## config.mk

```make
export PLATFORM = sky130hd
export DESIGN_NAME = pipe_reg_bus_reader
export DESIGN_NICKNAME = d
export VERILOG_FILES = /design/src/rtl/pipe_reg_bus_reader_pkg.sv /design/src/rtl/pipe_reg_bus_reader_next_sel.sv /design/src/rtl/pipe_reg_bus_reader.sv
export SDC_FILE = /design/constraint.sdc
export NUM_CORES = 1
export LEC_CHECK = 0
export CAP_MARGIN = 20
export CORE_UTILIZATION = 49
export DETAILED_ROUTE_END_ITERATION = 12
export GPL_TIMING_DRIVEN = 0
export PLACE_DENSITY = 0.85
export RECOVER_POWER = 25
export SLEW_MARGIN = 40
export SYNTH_ARGS = -nofsm -noshare
export SYNTH_HDL_FRONTEND = slang
export SYNTH_HIERARCHICAL = 1
export SYNTH_SLANG_ARGS = --single-unit
```

## constraint.sdc

```tcl
create_clock -name Clock -period 6 [get_ports Clock]
set_input_delay 1.2 -clock Clock [delete_from_list [all_inputs] [get_ports Clock]]
set_output_delay 1.2 -clock Clock [all_outputs]
set_load 0.01 [all_outputs]
```

## src/rtl/pipe_reg_bus_reader_pkg.sv

```systemverilog
// Shared definitions for the pipeline-register bus reader: FSM encoding and width helper.
package pipe_reg_bus_reader_pkg;

  localparam logic [1:0] ENC_IDLE   = 2'd0;
  localparam logic [1:0] ENC_SETTLE = 2'd1;
  localparam logic [1:0] ENC_OUTPUT = 2'd2;
  localparam logic [1:0] ENC_FINISH = 2'd3;

  typedef enum logic [1:0] {
    IDLE   = ENC_IDLE,
    SETTLE = ENC_SETTLE,
    OUTPUT = ENC_OUTPUT,
    FINISH = ENC_FINISH
  } state_t;

  function automatic int clog2(input int v);
    int r;
    r = 0;
    while ((1 << r) < v) r++;
    return r;
  endfunction

endpackage

```

## src/rtl/pipe_reg_bus_reader_next_sel.sv

```systemverilog
// Lowest-set-bit finder: picks the next register to select from the remaining scan mask.
module pipe_reg_next_sel #(
  parameter int N    = 8,
  parameter int IdxW = 3
) (
  input  logic [N-1:0]    mask,
  output logic [IdxW-1:0] idx,
  output logic            any
);

  // Walk downward so the lowest set bit is the final assignment.
  always_comb begin
    idx = '0;
    for (int i = N - 1; i >= 0; i--)
      if (mask[i]) idx = IdxW'(i);
  end

  assign any = |mask;

endmodule

```

## src/rtl/pipe_reg_bus_reader.sv

```systemverilog
// Reader for the shared tristate pipeline-register bus: selects each masked register in turn,
// waits for the bus to settle, captures it and streams it out over valid/ready.
module pipe_reg_bus_reader
  import pipe_reg_bus_reader_pkg::*;
#(
  parameter int NrOfBits     = 32,
  parameter int NrOfRegs     = 8,
  parameter int SettleCycles = 1,
  localparam int IdxW        = (clog2(NrOfRegs) < 1) ? 1 : clog2(NrOfRegs)
) (
  input  logic                Clock,
  input  logic                Reset,
  input  logic                Tick,
  input  logic                Start,
  input  logic [NrOfRegs-1:0] Mask,
  input  logic [NrOfBits-1:0] BusIn,
  output logic [NrOfRegs-1:0] Cs,
  output logic                OutValid,
  input  logic                OutReady,
  output logic [NrOfBits-1:0] OutData,
  output logic [IdxW-1:0]     OutIndex,
  output logic                Busy,
  output logic                Done
);

  localparam int CntW = (clog2(SettleCycles + 1) < 1) ? 1 : clog2(SettleCycles + 1);

  state_t              state_q, state_d;
  logic [NrOfRegs-1:0] cs_q, cs_d;
  logic [NrOfRegs-1:0] mask_q, mask_d;
  logic [CntW-1:0]     cnt_q, cnt_d;
  logic [IdxW-1:0]     sel_q, sel_d;
  logic                valid_q, valid_d;
  logic [NrOfBits-1:0] data_q, data_d;
  logic [IdxW-1:0]     idx_q, idx_d;

  logic [NrOfRegs-1:0] find_mask;
  logic [IdxW-1:0]     nxt_idx;
  logic                nxt_any;

  // In IDLE the first pick comes straight from the Mask input being latched.
  assign find_mask = (state_q == IDLE) ? Mask : mask_q;

  pipe_reg_next_sel #(.N(NrOfRegs), .IdxW(IdxW)) u_next_sel (
    .mask (find_mask),
    .idx  (nxt_idx),
    .any  (nxt_any)
  );

  always_comb begin
    state_d = state_q;
    cs_d    = cs_q;
    mask_d  = mask_q;
    cnt_d   = cnt_q;
    sel_d   = sel_q;
    valid_d = valid_q;
    data_d  = data_q;
    idx_d   = idx_q;
    case (state_q)
      IDLE: if (Start && Tick) begin
        mask_d = Mask;
        if (!nxt_any) state_d = FINISH;
        else begin
          cs_d          = '1;
          cs_d[nxt_idx] = 1'b0;
          sel_d         = nxt_idx;
          cnt_d         = CntW'(SettleCycles);
          state_d       = SETTLE;
        end
      end
      SETTLE: if (Tick) begin
        if (cnt_q != '0) cnt_d = cnt_q - CntW'(1);
        else begin
          data_d        = BusIn;
          idx_d         = sel_q;
          valid_d       = 1'b1;
          cs_d          = '1;
          mask_d[sel_q] = 1'b0;
          state_d       = OUTPUT;
        end
      end
      OUTPUT: if (valid_q && OutReady) begin
        valid_d = 1'b0;
        if (nxt_any) begin
          cs_d          = '1;
          cs_d[nxt_idx] = 1'b0;
          sel_d         = nxt_idx;
          cnt_d         = CntW'(SettleCycles);
          state_d       = SETTLE;
        end else state_d = FINISH;
      end
      FINISH: state_d = IDLE;
      default: state_d = IDLE;
    endcase
  end

  always_ff @(posedge Clock or posedge Reset) begin
    if (Reset) begin
      state_q <= IDLE;
      cs_q    <= '1;
      mask_q  <= '0;
      cnt_q   <= '0;
      sel_q   <= '0;
      valid_q <= 1'b0;
      data_q  <= '0;
      idx_q   <= '0;
    end else begin
      state_q <= state_d;
      cs_q    <= cs_d;
      mask_q  <= mask_d;
      cnt_q   <= cnt_d;
      sel_q   <= sel_d;
      valid_q <= valid_d;
      data_q  <= data_d;
      idx_q   <= idx_d;
    end
  end

  assign Cs       = cs_q;
  assign OutValid = valid_q;
  assign OutData  = data_q;
  assign OutIndex = idx_q;
  assign Busy     = (state_q != IDLE);
  assign Done     = (state_q == FINISH);

endmodule
```

Yosys cells after proc, flatten, opt, wreduce, memory -nomap -nowiden
Cells that the tools add are included.

Register bits after elaboration: 58.

Reductions and logical operators: 18. $lt $le $gt $ge: 4. Bitwise operators: 4. Equal/unequal tests: 7. Add/sub/neg operators: 1. Multiplexer cells: 43.

Operators by type and width (number): 8-bit 2-to-1 mux (9); 3-bit 2-to-1 mux (11); 8-bit one-hot mux with 3 select lines (1); 8-bit inverter (2); 8-bit one-hot mux with 2 select lines (1); 4-bit AND reduction (4); 1-bit 2-to-1 mux (10); 2-bit 2-to-1 mux (5); 8-bit bitwise AND (1); 3-bit by 4-bit < comparator with 1-bit output (second input constant) (2); 2-bit one-hot mux with 4 select lines (1); 2-bit nonzero test (4); 8-bit OR reduction (1); 1-bit demux with 3-bit select (2); 3-bit by 1-bit greater-or-equal comparator with 1-bit output (second input constant) (2); 2-bit inequality test (second input constant) (3); 3-bit one-hot mux with 2 select lines (1); 3-bit AND reduction (2); 5-bit AND reduction (1); 2-bit == test (second input constant) (2); 1-bit logical AND (4); 1-bit one-hot mux with 3 select lines (1); 3-bit nonzero test (1); 2-bit by 1-bit == test with 1-bit output (second input constant) (1); other kinds (5) (5).

Logic depth before layout (Yosys ltp)
Depth after elaboration: 18. Depth in mapped cells: 9. Mapped depth without buffers: 8.

Hierarchy
Netlist, hierarchy kept.

Modules (own cells, without submodules): pipe_reg_bus_reader (cells an instance 187, area an instance 2627.5 µm², instances 1, sequential area each 1461.4 µm²); pipe_reg_next_sel (cells an instance 13, area an instance 81.3 µm², instances 1, sequential area each 0.0 µm²).

Worst setup path after synthesis
Ideal clock, no wire load.

Kind: input to register. From: in Mask[4]. To: reg cs_q[2], in the netlist Cs[2]. Arrival: 2.802 ns. Path slack: 3.116 ns. Cell stages on the path: 6. Path buffers: 0. Required time: 5.918 ns. Cells stage by stage: mux2_2 -> nor2_1 -> o21ai_0 -> a21boi_0 -> or4b_1 -> mux2_2.

Cells in the longest elaborated chain, start to end: 14. Elaborated cells on any way between the ends: 17.

RTL lines: start, declared (line pipe_reg_bus_reader.sv:15) `input logic [NrOfRegs-1:0] Mask,`; 8-bit 2-to-1 mux (*) (line pipe_reg_bus_reader.sv:42) `assign find_mask = (state_q == IDLE) ? Mask : mask_q;`; 3-bit 2-to-1 mux (*) (5 in series) (line pipe_reg_bus_reader_next_sel.sv:15) `if (mask[i]) idx = IdxW'(i);`; net nxt_idx[1] (line pipe_reg_bus_reader.sv:38) `logic [IdxW-1:0] nxt_idx;`; 3-bit by 4-bit < comparator with 1-bit output (not written as such) / 3-bit by 1-bit greater-or-equal comparator with 1-bit output (equally long branches) (line pipe_reg_bus_reader.sv:65, pipe_reg_bus_reader.sv:86); 1-bit logical AND (not written as such) (line pipe_reg_bus_reader.sv:65, pipe_reg_bus_reader.sv:86); 1-bit 2-to-1 mux (not written as such) (line pipe_reg_bus_reader.sv:65, pipe_reg_bus_reader.sv:86); 1-bit demux with 3-bit select (*) (line pipe_reg_bus_reader.sv:65, pipe_reg_bus_reader.sv:86); 8-bit inverter (no line) (*); 8-bit 2-to-1 mux (*) (line pipe_reg_bus_reader.sv:62, pipe_reg_bus_reader.sv:84); 8-bit 2-to-1 mux, on equally long branches (line pipe_reg_bus_reader.sv:82, pipe_reg_bus_reader.sv:60); 8-bit one-hot mux with 3 select lines (*) (line pipe_reg_bus_reader.sv:59) `case (state_q)`; end signal, assigned (line pipe_reg_bus_reader.sv:109) `cs_q <= cs_d;`; end, declared (line pipe_reg_bus_reader.sv:29) `logic [NrOfRegs-1:0] cs_q, cs_d;`.

The timed path passes the listed nets; every way through them passes the cells marked *. The select of a mux whose other input is x is not followed. A chain may end at the register's enable or synchronous reset.

==> reports/metrics.yaml <==
hold_path:
  hold_class: "reg2reg"
  min_from: "mask_q[5]$_DFFE_PP0P_"
setup_path:
  arrival_ps: 3810
  worstSetupStartpointType: "input port"
  critPathSlowestCell: "sky130_fd_sc_hd__clkbuf_1"
  critical_path.reg2reg.startpoint: "state_q[0]$_DFFE_PP0P_"
  critPathKind: "in2async"
  cpPeakStageDelay_ps: 1590
  setup.worst_path.end_class: "asynchronous set/reset pin"
  worstPathRequired_ps: 5990
  critical_path.startpoint: "Reset"
  worstPathMaxFanout: 42
  cp_cell_sequence: "dlygate4sd3_1 -> clkinvlp_2 -> clkbuf_1"
clock_tree:
  cts.path.max_buffers: 2
  cts-htree-levels: 3
  cts_setup_buffers: 0
  clk_latency_ps: 320
  cts_root_buffer: "sky130_fd_sc_hd__clkbuf_8"
  tritoncts_clock_tree: "yes"
  numCtsBuffers: 9
  cts.hold.buffers_added: 0
  clock_pin_slew_reported_for_the_worst_setup_and_hold_paths_after_clock_tree_synthesis_ps: 60
  post_cts_resized: 0
  numClockSinks: 58
drt:
  post_drt_wl_per_cell_um: 15.3
  drt_pass1_iterations: 4
  post-route-drc-count: 0
  viasPerCell: 5.28
  drt-initial-drc-count: 91
  number_of_nets_with_antenna_violations_after_detailed_routing: 0
  vias: 1990
  wirelength_um: 5780
synthesis:
  synthSimpleGateAreaFrac_pct: 10.6
  asyncSetResetFlopFracSynth_pct: 100
  share_of_the_yosys_chip_area_belonging_to_registers_pct: 53.9
  synthDistinctLibCells: 36
  synthFlopType: "sky130_fd_sc_hd__dfrtp_1"
  synth_net_count: 245
  synth_compound_area_share_pct: 8.87
  post-synth-top-area-cell: "sky130_fd_sc_hd__dfrtp_1"
  post_synth.cell_area_avg_um2: 13.5
  synth-xor-area-share_pct: 0
  synthAdderAreaFrac_pct: 0
  largest_family_of_logic_cells_by_synthesized_area: "multiplexers"
  yosys_warnings: 6
  synth_cells: 200
  yosys_register_bits: 58
  ys_top_cells_by_area: "sky130_fd_sc_hd__dfrtp_1 (46%), sky130_fd_sc_hd__mux2_2 (21%), sky130_fd_sc_hd__dfstp_2 (7.8%)"
  synth.cell_area_um2: 2710
  synth.mux.area_fraction_pct: 22.9
  synth_top_cell_area_share_pct: 46.2
  edff_count_synth: 0
floorplan:
  cell_rows: 26
  ios: 91
  die_area_um2: 5830
  die_h_um: 76.4
  initial_utilization_pct: 52.0
  fp.coreArea_um2: 5200
  die_x_um: 76.4
final_layout:
  post_route_cells_drive_above_1_share_pct: 29.0
  flow.area_growth_from_synthesis_pct: 44.6
  layout.nets: 347
  layout.core_utilization_pct: 75.3
  layout.cell_area.non_filler_um2: 3920
  antenna_cells: 0
sta:
  period_share_pct: 63.8
  fmax_mhz: 261
  slew_headroom_pct: -43.1
  timing_hold_violations_final: 0
  rsz0062_at_grt: "false"
  max_slew.worst_pin.slew_ps: 2150
  setup_viols_final: 0
  fin_tns_setup_ps: 0
  min_period_ps: 3830
  clock_skew_ps: 7.53
  report.final.slew_viol_count: 43
power_and_ir_drop:
  max-vdd-ir-drop_mv: 0.292
  leakage_nw: 1.63
  cellPowerDensity_nw_per_um2: 514
  internal-power_mw: 1.37
  p_sw_uw: 645
  p_clk_share_pct: 18.3
  power.share.switching_pct: 32.0
  power_frac_seq_pct: 33.2
  power_frac_comb_pct: 48.5
placement:
  buffer_ports.inserted: 90
  detailed_place.area_um2: 3730
  gp_weighted_congestion: 0.822
  detailed_place_hpwl_um: 4200
run_status:
  failed_checks: "max-capacitance violations, max-slew violations"
  status: "finished with violations"
global_route:
  number_of_antenna_violations_at_the_first_check_in_global_routing: 0
  first_global_vias: 2114
  grt_pass1_wl_um: 9760
  grt_start_max_net_pins: 43
  grt_usage_pct: 21.5
  grt_overflow: 0
run:
  cap_viol_max_count: 1
## area by class of cell
cell class	instances	area, um^2
clock buffer	14	173
sequential	58	1460
timing repair buffer	91	905
buffer	12	86.3
clock inverter	2	35.0
tap	70	87.6
fill	357	1290
inverter	4	16.3
multi-input combinational	126	1150
## routing by layer
metal	up-vias	routed length (um)	global-route usage (%)	part of all wire [%]
li1	940	-	-	-
met1	977	2490	26.5	43
met2	66	2800	34.9	48
met3	7	418	6.95	7.2
met4	0	80	8.46	1.4
met5	-	0	0	0
## worst max-delay path, delay by kind of cell
| kind | cells | cell delay (ps) |
|---|---|---|
| buffers and inverters | 3 | 2590 |
## synthesized netlist by cell type, drive strengths merged, types with 4 or more instances
| library cell | instances |
|---|---|
| o21ai | 4 |
| a22o | 7 |
| and3b | 4 |
| o221ai | 7 |
| nor2b | 6 |
| nor2 | 6 |
| inv | 4 |
| buf | 11 |
| dfstp | 8 |
| dfrtp | 50 |
| mux2 | 54 |
| nand3 | 4 |
| nand2 | 4 |
## kinds of logic after synthesis
logic type / after synthesis
flip-flops: 58
AND/OR/NAND/NOR: 43
buffers and inverters: 16
AO/OA/AOI/OAI: 29
multiplexers: 54
## final timing paths
path / end / slack (ps) / depth (start not counted)
max in group Clock: Cs[2]$_DFFE_PP1P_ / 2850 / 6
hold reg to reg: mask_q[5]$_DFFE_PP0P_ / 500 / 1
setup reg to reg: Cs[2]$_DFFE_PP1P_ / 3130 / 7
hold / removal: mask_q[5]$_DFFE_PP0P_ / 500 / 1
setup / recovery: OutData[13]$_DFFE_PP0P_ / 2170 / 3
min in group asynchronous: OutData[27]$_DFFE_PP0P_ / 1420 / 2
## placed cells by master (no fill, tap or decap), types with 4 or more instances in the layout
master | netlist | final
sky130_fd_sc_hd__a22o_1 | 7 | 7
sky130_fd_sc_hd__and3b_1 | 4 | 4
sky130_fd_sc_hd__buf_6 | 5 | 5
sky130_fd_sc_hd__clkbuf_1 | 1 | 4
sky130_fd_sc_hd__clkbuf_8 | 0 | 12
sky130_fd_sc_hd__clkdlybuf4s50_1 | 0 | 89
sky130_fd_sc_hd__dfrtp_1 | 50 | 50
sky130_fd_sc_hd__dfstp_2 | 8 | 8
sky130_fd_sc_hd__mux2_2 | 51 | 51
sky130_fd_sc_hd__nand2_1 | 4 | 4
sky130_fd_sc_hd__nand3_1 | 4 | 4
sky130_fd_sc_hd__nor2_1 | 5 | 5
sky130_fd_sc_hd__nor2b_1 | 6 | 6
sky130_fd_sc_hd__o21ai_0 | 4 | 4
sky130_fd_sc_hd__o221ai_1 | 7 | 7
## state kept, by name (all words and copies together), names as in the netlist
| name | count |
|---|---|
| Cs | 8 |
| OutData | 32 |
| OutIndex | 3 |
| OutValid | 1 |
| cnt_q | 1 |
| mask_q | 8 |
| sel_q | 3 |
| state_q | 2 |
## through the flow
stage | total power, mW | hold slack (ps) | std cells | setup WS (ps)
final | 2.01 | 503 | 377 | 2170
after global placement | 1.61 | 478 | 360 | 2360
after detailed placement | 1.65 | 482 | 361 | 2370
after floorplan | 1.22 | 462 | 200 | 3120
after global routing | 2.13 | 516 | 377 | 1590
after CTS | 2.03 | 503 | 377 | 2650
## power by group through the flow
stage          clock [mW]  combinational (mW)  sequential, mW
2_1_floorplan           0               0.497           0.727
3_3_place_gp            0               0.946           0.661
3_5_place_dp            0               0.976           0.674
4_1_cts             0.378               0.985           0.670
5_1_grt             0.396                1.05           0.692
6_report            0.368               0.976           0.669
(Power assumes the default switching activity.)
